## src/rtl/series_ctrl.sv

```systemverilog
// Sequencer for the fixed-point series datapath: ans = 1 + sum c[i]*x^(i+1).
// Optional macro SERIES_CTRL_EARLY_EXIT_EN adds a CHECK state for threshold exit.
module series_ctrl #(
   parameter int TERMS    = 8,
   parameter bit ALT_SIGN = 1'b0
) (
   input  logic       clk,
   input  logic       rst_n,
   input  logic       start,
   input  logic       less_cmp,
   output logic       busy,
   output logic       done,
   output logic       early,
   output logic       s1_rom,
   output logic       s1_x,
   output logic       s2_tmp,
   output logic       s2_x,
   output logic [7:0] s3,
   output logic       s4_in,
   output logic       s4_mult,
   output logic       ld_x,
   output logic       ld_y,
   output logic       ld_tmp,
   output logic       ld_ans,
   output logic       init_tmp,
   output logic       init_ans,
   output logic       sub
);

`ifdef SERIES_CTRL_EARLY_EXIT_EN
   typedef enum logic [2:0] {IDLE, LOAD, MUL_X, MUL_C, CHECK, ACC, DONE} state_t;
`else
   typedef enum logic [2:0] {IDLE, LOAD, MUL_X, MUL_C, ACC, DONE} state_t;
`endif

   localparam logic [7:0] LAST_IDX = 8'(TERMS - 1);

   state_t     state;
   state_t     next;
   logic [7:0] idx;
   logic       last;
   logic       accept;
   logic       init_q;

   assign last   = (idx == LAST_IDX);
   assign accept = (state == IDLE) && start;

   always_ff @(posedge clk or negedge rst_n) begin
      if (!rst_n) state <= IDLE;
      else        state <= next;
   end

   always_ff @(posedge clk or negedge rst_n) begin
      if (!rst_n)                     idx <= '0;
      else if (accept)                idx <= '0;
      else if (state == ACC && !last) idx <= idx + 8'd1;
   end

   // Presets drive async inputs in the datapath, so they come straight from a flop.
   always_ff @(posedge clk or negedge rst_n) begin
      if (!rst_n) init_q <= 1'b0;
      else        init_q <= accept;
   end

`ifdef SERIES_CTRL_EARLY_EXIT_EN
   logic early_q;
   always_ff @(posedge clk or negedge rst_n) begin
      if (!rst_n)                           early_q <= 1'b0;
      else if (accept)                      early_q <= 1'b0;
      else if (state == CHECK && less_cmp)  early_q <= 1'b1;
   end
   assign early = early_q;
`else
   logic unused_less;
   assign unused_less = less_cmp;
   assign early       = 1'b0;
`endif

   always_comb begin
      next = state;
      case (state)
         IDLE:  if (start) next = LOAD;
         LOAD:  next = MUL_X;
         MUL_X: next = MUL_C;
`ifdef SERIES_CTRL_EARLY_EXIT_EN
         MUL_C: next = CHECK;
         CHECK: next = less_cmp ? DONE : ACC;
`else
         MUL_C: next = ACC;
`endif
         ACC:   next = last ? DONE : MUL_X;
         DONE:  next = IDLE;
         default: next = IDLE;
      endcase
   end

   always_comb begin
      s1_rom = 1'b0;
      s2_x   = 1'b0;
      s4_in  = 1'b0;
      s3     = idx;
      ld_x   = 1'b0;
      ld_y   = 1'b0;
      ld_tmp = 1'b0;
      ld_ans = 1'b0;
      sub    = 1'b0;
      case (state)
         LOAD: begin
            s4_in = 1'b1;
            ld_x  = 1'b1;
            ld_y  = 1'b1;
         end
         MUL_X: ld_tmp = 1'b1;
         MUL_C: begin
            s1_rom = 1'b1;
            ld_tmp = 1'b1;
         end
         ACC: begin
            ld_ans = 1'b1;
            sub    = ALT_SIGN && idx[0];
         end
         default: ;
      endcase
   end

   assign s1_x     = ~s1_rom;
   assign s2_tmp   = ~s2_x;
   assign s4_mult  = ~s4_in;
   assign init_tmp = init_q;
   assign init_ans = init_q;
   assign busy     = (state != IDLE);
   assign done     = (state == DONE);

endmodule

```

## config.mk

```make
export PLATFORM = sky130hd
export DESIGN_NAME = series_ctrl
export DESIGN_NICKNAME = d
export VERILOG_FILES = /design/src/rtl/series_ctrl.sv
export SDC_FILE = /design/constraint.sdc
export NUM_CORES = 1
export LEC_CHECK = 0
export ABC_AREA = 1
export CORE_ASPECT_RATIO = 1.5
export CORE_MARGIN = 2
export CORE_UTILIZATION = 30
export CTS_BUF_LIST = sky130_fd_sc_hd__clkbuf_4 sky130_fd_sc_hd__clkbuf_8
export DETAILED_ROUTE_END_ITERATION = 10
export PLACE_DENSITY_LB_ADDON = 0.25
export SLEW_MARGIN = 20
export SYNTH_ARGS = -nofsm -noshare
export SYNTH_HDL_FRONTEND = slang
export SYNTH_SLANG_ARGS = --single-unit
```

## constraint.sdc

```tcl
create_clock -name clk -period 1.4 [get_ports clk]
set_input_delay 0.14 -clock clk [delete_from_list [all_inputs] [get_ports clk]]
set_output_delay 0.14 -clock clk [all_outputs]
set_load 0.01 [all_outputs]
```

==> summary by stage <==
Detailed routing
The post-route antenna net violation count is 0. After detailed routing, the number of remaining DRC violations is 0. In this run, the number of DRC markers left after iteration 0 of detailed routing was 11.

The first-pass iteration count of the detailed router is 4. The mean routed wirelength per cell is between 10 and 15 um. Wires add up to roughly 1900 um. After detailed routing, the number of vias per cell comes to approximately 4.6. The total via count after detailed routing is between 700 and 800.

Worst setup path
Counting both buffers and inverters, the worst setup path holds a total of 4. For the worst setup path, the data required time is roughly 1.3 ns. Among all stages on the critical path, the largest delay is contributed by sky130_fd_sc_hd__dfrtp_1. The critical path in this run is classified as register to output port. Counting buffers and inverters, the worst setup path is 5 cells deep. The startpoint identified for the worst register-to-register timing path is s3[4]$_DFFE_PN0P_.

The slack of the worst reg-to-reg path is roughly 0.070 ns. The worst-case reg-to-reg path depth is 8. The cell with the most instances on the worst path is sky130_fd_sc_hd__buf_6. The signal on the critical path passes through buf_6, nor3_4, buf_6, inv_2, buf_6.

The category of the worst setup path capture point is an output port. The critical path startpoint category is a register. The critical path data arrival time is between 1 and 1.5 ns.

The source of the critical timing path is state[2]$_DFFE_PN0P_. Along the worst path, the maximum fanout reaches 4. The delay contributed by the slowest stage of the critical path is ~0.40 ns.

On the critical path the largest part of the delay comes from flip-flops. The capture point of the worst reg-to-reg path is s3[5]$_DFFE_PN0P_.

Synthesis
After synthesis, the cell types taking the most area are sky130_fd_sc_hd__dfrtp_1 40%, sky130_fd_sc_hd__nand2_1 15%, sky130_fd_sc_hd__buf_4 7.0%. Of the total synthesized cell area, the portion taken by full adders, half adders and majority gates is 0.01661. The area fraction of the dominant cell type after synthesis is 0.3987.

The number of unique standard cell types used by synthesis is 20. For this run, the number of Yosys warnings is 0. The mux cell area share after synthesis is 0.

The simple logic cell fraction of the synthesized area is 0.3821. The gate count after technology mapping is 100. The post-synthesis compound-gate area fraction was 0.02824. The mapped netlist covers 753.2 um^2. After synthesis the netlist holds a flip-flop and latch count of 12. The largest family of logic cells by synthesized area is simple AND/OR/NAND/NOR gates. The post-synthesis cell type with the largest combined area is sky130_fd_sc_hd__dfrtp_1.

The post-synthesis average cell area is between 7 and 8 um^2. The xor and xnor fraction of the mapped netlist area is 0.03488. The part of the Yosys area used for sequential elements is 0.3987.

Global route
Summed over all layers, the global routing overflow is 0. Across every metal layer, demand over resource in global routing totals 0.1412. The number of antenna violations at the first check in global routing came to 0. The via count of the first global-routing pass was 763. Entering global routing, the biggest net connects 13 pins. The first global-routing pass estimated just over 3000 um of wire.

Die
The die covers roughly 3000 um^2. For this design the top-level I/O count stands at 28. The initial standard-cell utilization of the core is 0.3110.

The die is 44.91 um wide. The core region is about 2400 um^2. After floorplanning, the core was divided into 22 placement rows. Measured along the y axis, the die boundary spans 65.37 um.

Clocking
The count of clock tree sinks is 12. The H-tree level count is 1. The number of clock buffers added by TritonCTS is 3. TritonCTS built the clock tree. The cell at the root of the clock tree is sky130_fd_sc_hd__clkbuf_4.

At the later pin of the worst-skew pair, clock insertion delay measures 0.29 ns. The clock edge transition at the registers on the reported setup and hold paths is roughly 0.08 ns. The longest clock path from root to sink contains 2 buffers. The total of hold buffers inserted after clock tree synthesis is 0.

Place
The congestion estimate from routability-driven global placement came to about 0.80. The final HPWL from detailed placement is between 1000 and 1500 um. The cell area after placement is 1091 um^2. The count of buffers inserted at the top-level ports is 22. Once placement completed, the tool counted placed cells totaling between 150 and 200. At the placement stage, the worst setup path has a slack of -0.05947 ns.

STA
The worst path in the final design needs a cycle of about 1.4 ns, including I/O delays and setup. The clock arrives with roughly 0.0033 ns of skew. The maximum achievable frequency is approximately 710 MHz. Dividing the final minimum period by the clock period gives 0.9991. Setup repair after global routing could not meet its margin everywhere.

Setup slack closes at between 0.001 and 0.0015 ns. The final number of hold-violating endpoints is 0. The number of pins with negative max-slew slack in the final report was 0. Setup violations remaining at the end of the flow were counted as 0.

Status
The flow ran to the end, and the final reports show no timing, DRC or antenna violations.

Flow run
Max-cap violations in this run came to 0.

Pwr
Power comes to approximately 2000 uW. The maximum VDD drop is around 0.79 mV. Dividing total power by cell area gives a power density of between 1500 and 2000 nW/um^2. The leakage power is 0.0006499 uW.

Layout
Summing all multi-input logic gate instances after layout gives 399.1 um^2. Across the whole layout, storage elements account for about 300 um^2. The layout cell share with drive strength beyond 1 is 0.4000. The filler cells instantiated in the layout total between 200 and 250. The area of all placed cells without fillers is 1196 um^2.

The final layout contains roughly 150 nets. The filler-free cell count of the finished design is approximately 170. The area growth from synthesis to layout is 58.80%. The repair_antennas step left the layout with diodes totalling 0.

Worst hold path
The min-delay analysis places its worst path in the category primary input to async pin.
[area by class of cell]
| class | count | area share |
|---|---|---|
| multi-input cells | 71 | 0.3337 |
| repair buffers | 46 | 0.3201 |
| flip-flops and latches | 12 | 0.2531 |
| inverters | 12 | 0.03766 |
| clock buffers | 4 | 0.03033 |
| well taps | 24 | 0.02510 |
[power by group]
group | internal (uW) | switching [uW]
Combinational | 625 | 605
Clock | 159 | 132
Sequential | 430 | 74.9
[worst reg2reg max path: stages (launching register included)]
cell                      delay [ns]
sky130_fd_sc_hd__dfrtp_2        0.45
sky130_fd_sc_hd__nor2_1         0.11
sky130_fd_sc_hd__nand2_1        0.09
sky130_fd_sc_hd__nor2_4         0.16
sky130_fd_sc_hd__nor2_4         0.05
sky130_fd_sc_hd__buf_12         0.13
sky130_fd_sc_hd__nor2_8         0.14
sky130_fd_sc_hd__nand2_1        0.07
sky130_fd_sc_hd__nand2_1        0.07
[registers in the layout (all words and copies together), names as in the netlist]
| register | flops |
|---|---|
| s3 | 8 |
| state | 3 |
| init_ans | 1 |
[repair_timing]
item,CTS,global route
buffers inserted,2,6
pin swaps,3,5
resized for setup,45,17
setup endpoints to repair,16,18
[cells in the mapped netlist (all sizes together)]
library cell	n
conb	2
nand3	9
ha	1
nor2	14
nor3	2
inv	12
nand4	3
o21bai	1
xor2	3
o211ai	1
nand2	32
dfrtp	12
a31oi	1
buf	7
[cells by family after synthesis]
group	count (synthesis)
AO/OA/AOI/OAI	3
buffers and inverters	19
adder cells (fa/ha/maj)	1
other	2
AND/OR/NAND/NOR	60
flip-flops	12
XOR/XNOR	3
[routing by layer]
layer | global-route usage | vias up | wire length (um)
li1 | - | 395 | -
met1 | 0.1448 | 345 | 707
met2 | 0.2609 | 28 | 984
met3 | 0.01648 | 5 | 131
met4 | 0.08088 | 0 | 38
met5 | 0 | - | 0
[metrics by stage]
stage	utilization	setup TNS, ns	hold WS, ns
6_report	0.4938	0	0.1531
2_1_floorplan	-	0	-0.1556
5_1_grt	0.4938	-0.1588	0.1690
3_3_place_gp	0.4504	-0.07767	0.4696
4_1_cts	0.4623	-0.009347	0.1660
3_5_place_dp	0.4504	-0.1183	0.4671
[how the worst max path moves through the flow]
stage               slack [ns]                 to
detailed placement       -0.06             s1_rom
floorplan                 0.05  s3[5]$_DFFE_PN0P_
global placement         -0.05             s1_rom
CTS                     -0.009            s4_mult
global route             -0.04            s4_mult
finish                   0.001            s4_mult
[placed cells by master (no fill, tap or decap)]
| master | Yosys | final |
|---|---|---|
| sky130_fd_sc_hd__inv_1 | 7 | 4 |
| sky130_fd_sc_hd__buf_12 | 0 | 1 |
| sky130_fd_sc_hd__clkdlybuf4s50_1 | 0 | 6 |
| sky130_fd_sc_hd__nor2_1 | 10 | 8 |
| sky130_fd_sc_hd__o21bai_1 | 1 | 1 |
| sky130_fd_sc_hd__buf_2 | 0 | 5 |
| sky130_fd_sc_hd__buf_4 | 7 | 19 |
| sky130_fd_sc_hd__dlygate4sd2_1 | 0 | 6 |
| sky130_fd_sc_hd__nor2_4 | 2 | 5 |
| sky130_fd_sc_hd__buf_6 | 0 | 6 |
| sky130_fd_sc_hd__xor2_1 | 3 | 3 |
| sky130_fd_sc_hd__nand2_2 | 1 | 1 |
| sky130_fd_sc_hd__dfrtp_2 | 0 | 2 |
| sky130_fd_sc_hd__clkbuf_8 | 0 | 1 |
| sky130_fd_sc_hd__nor3_4 | 0 | 1 |
| sky130_fd_sc_hd__dfrtp_1 | 12 | 10 |
| sky130_fd_sc_hd__nand4_1 | 3 | 3 |
| sky130_fd_sc_hd__a31oi_1 | 1 | 1 |
| sky130_fd_sc_hd__inv_2 | 5 | 8 |
| sky130_fd_sc_hd__clkbuf_4 | 0 | 3 |
| sky130_fd_sc_hd__nand3_2 | 1 | 2 |
| sky130_fd_sc_hd__nor3_1 | 2 | 1 |
| sky130_fd_sc_hd__nand2_1 | 31 | 31 |
| sky130_fd_sc_hd__o211ai_1 | 1 | 1 |
| sky130_fd_sc_hd__clkbuf_2 | 0 | 3 |
| sky130_fd_sc_hd__conb_1 | 2 | 4 |
| sky130_fd_sc_hd__nor2_8 | 1 | 1 |
| sky130_fd_sc_hd__ha_1 | 1 | 1 |
| sky130_fd_sc_hd__nand3_1 | 8 | 7 |
No activity file was read; power rests on OpenSTA's default activity.
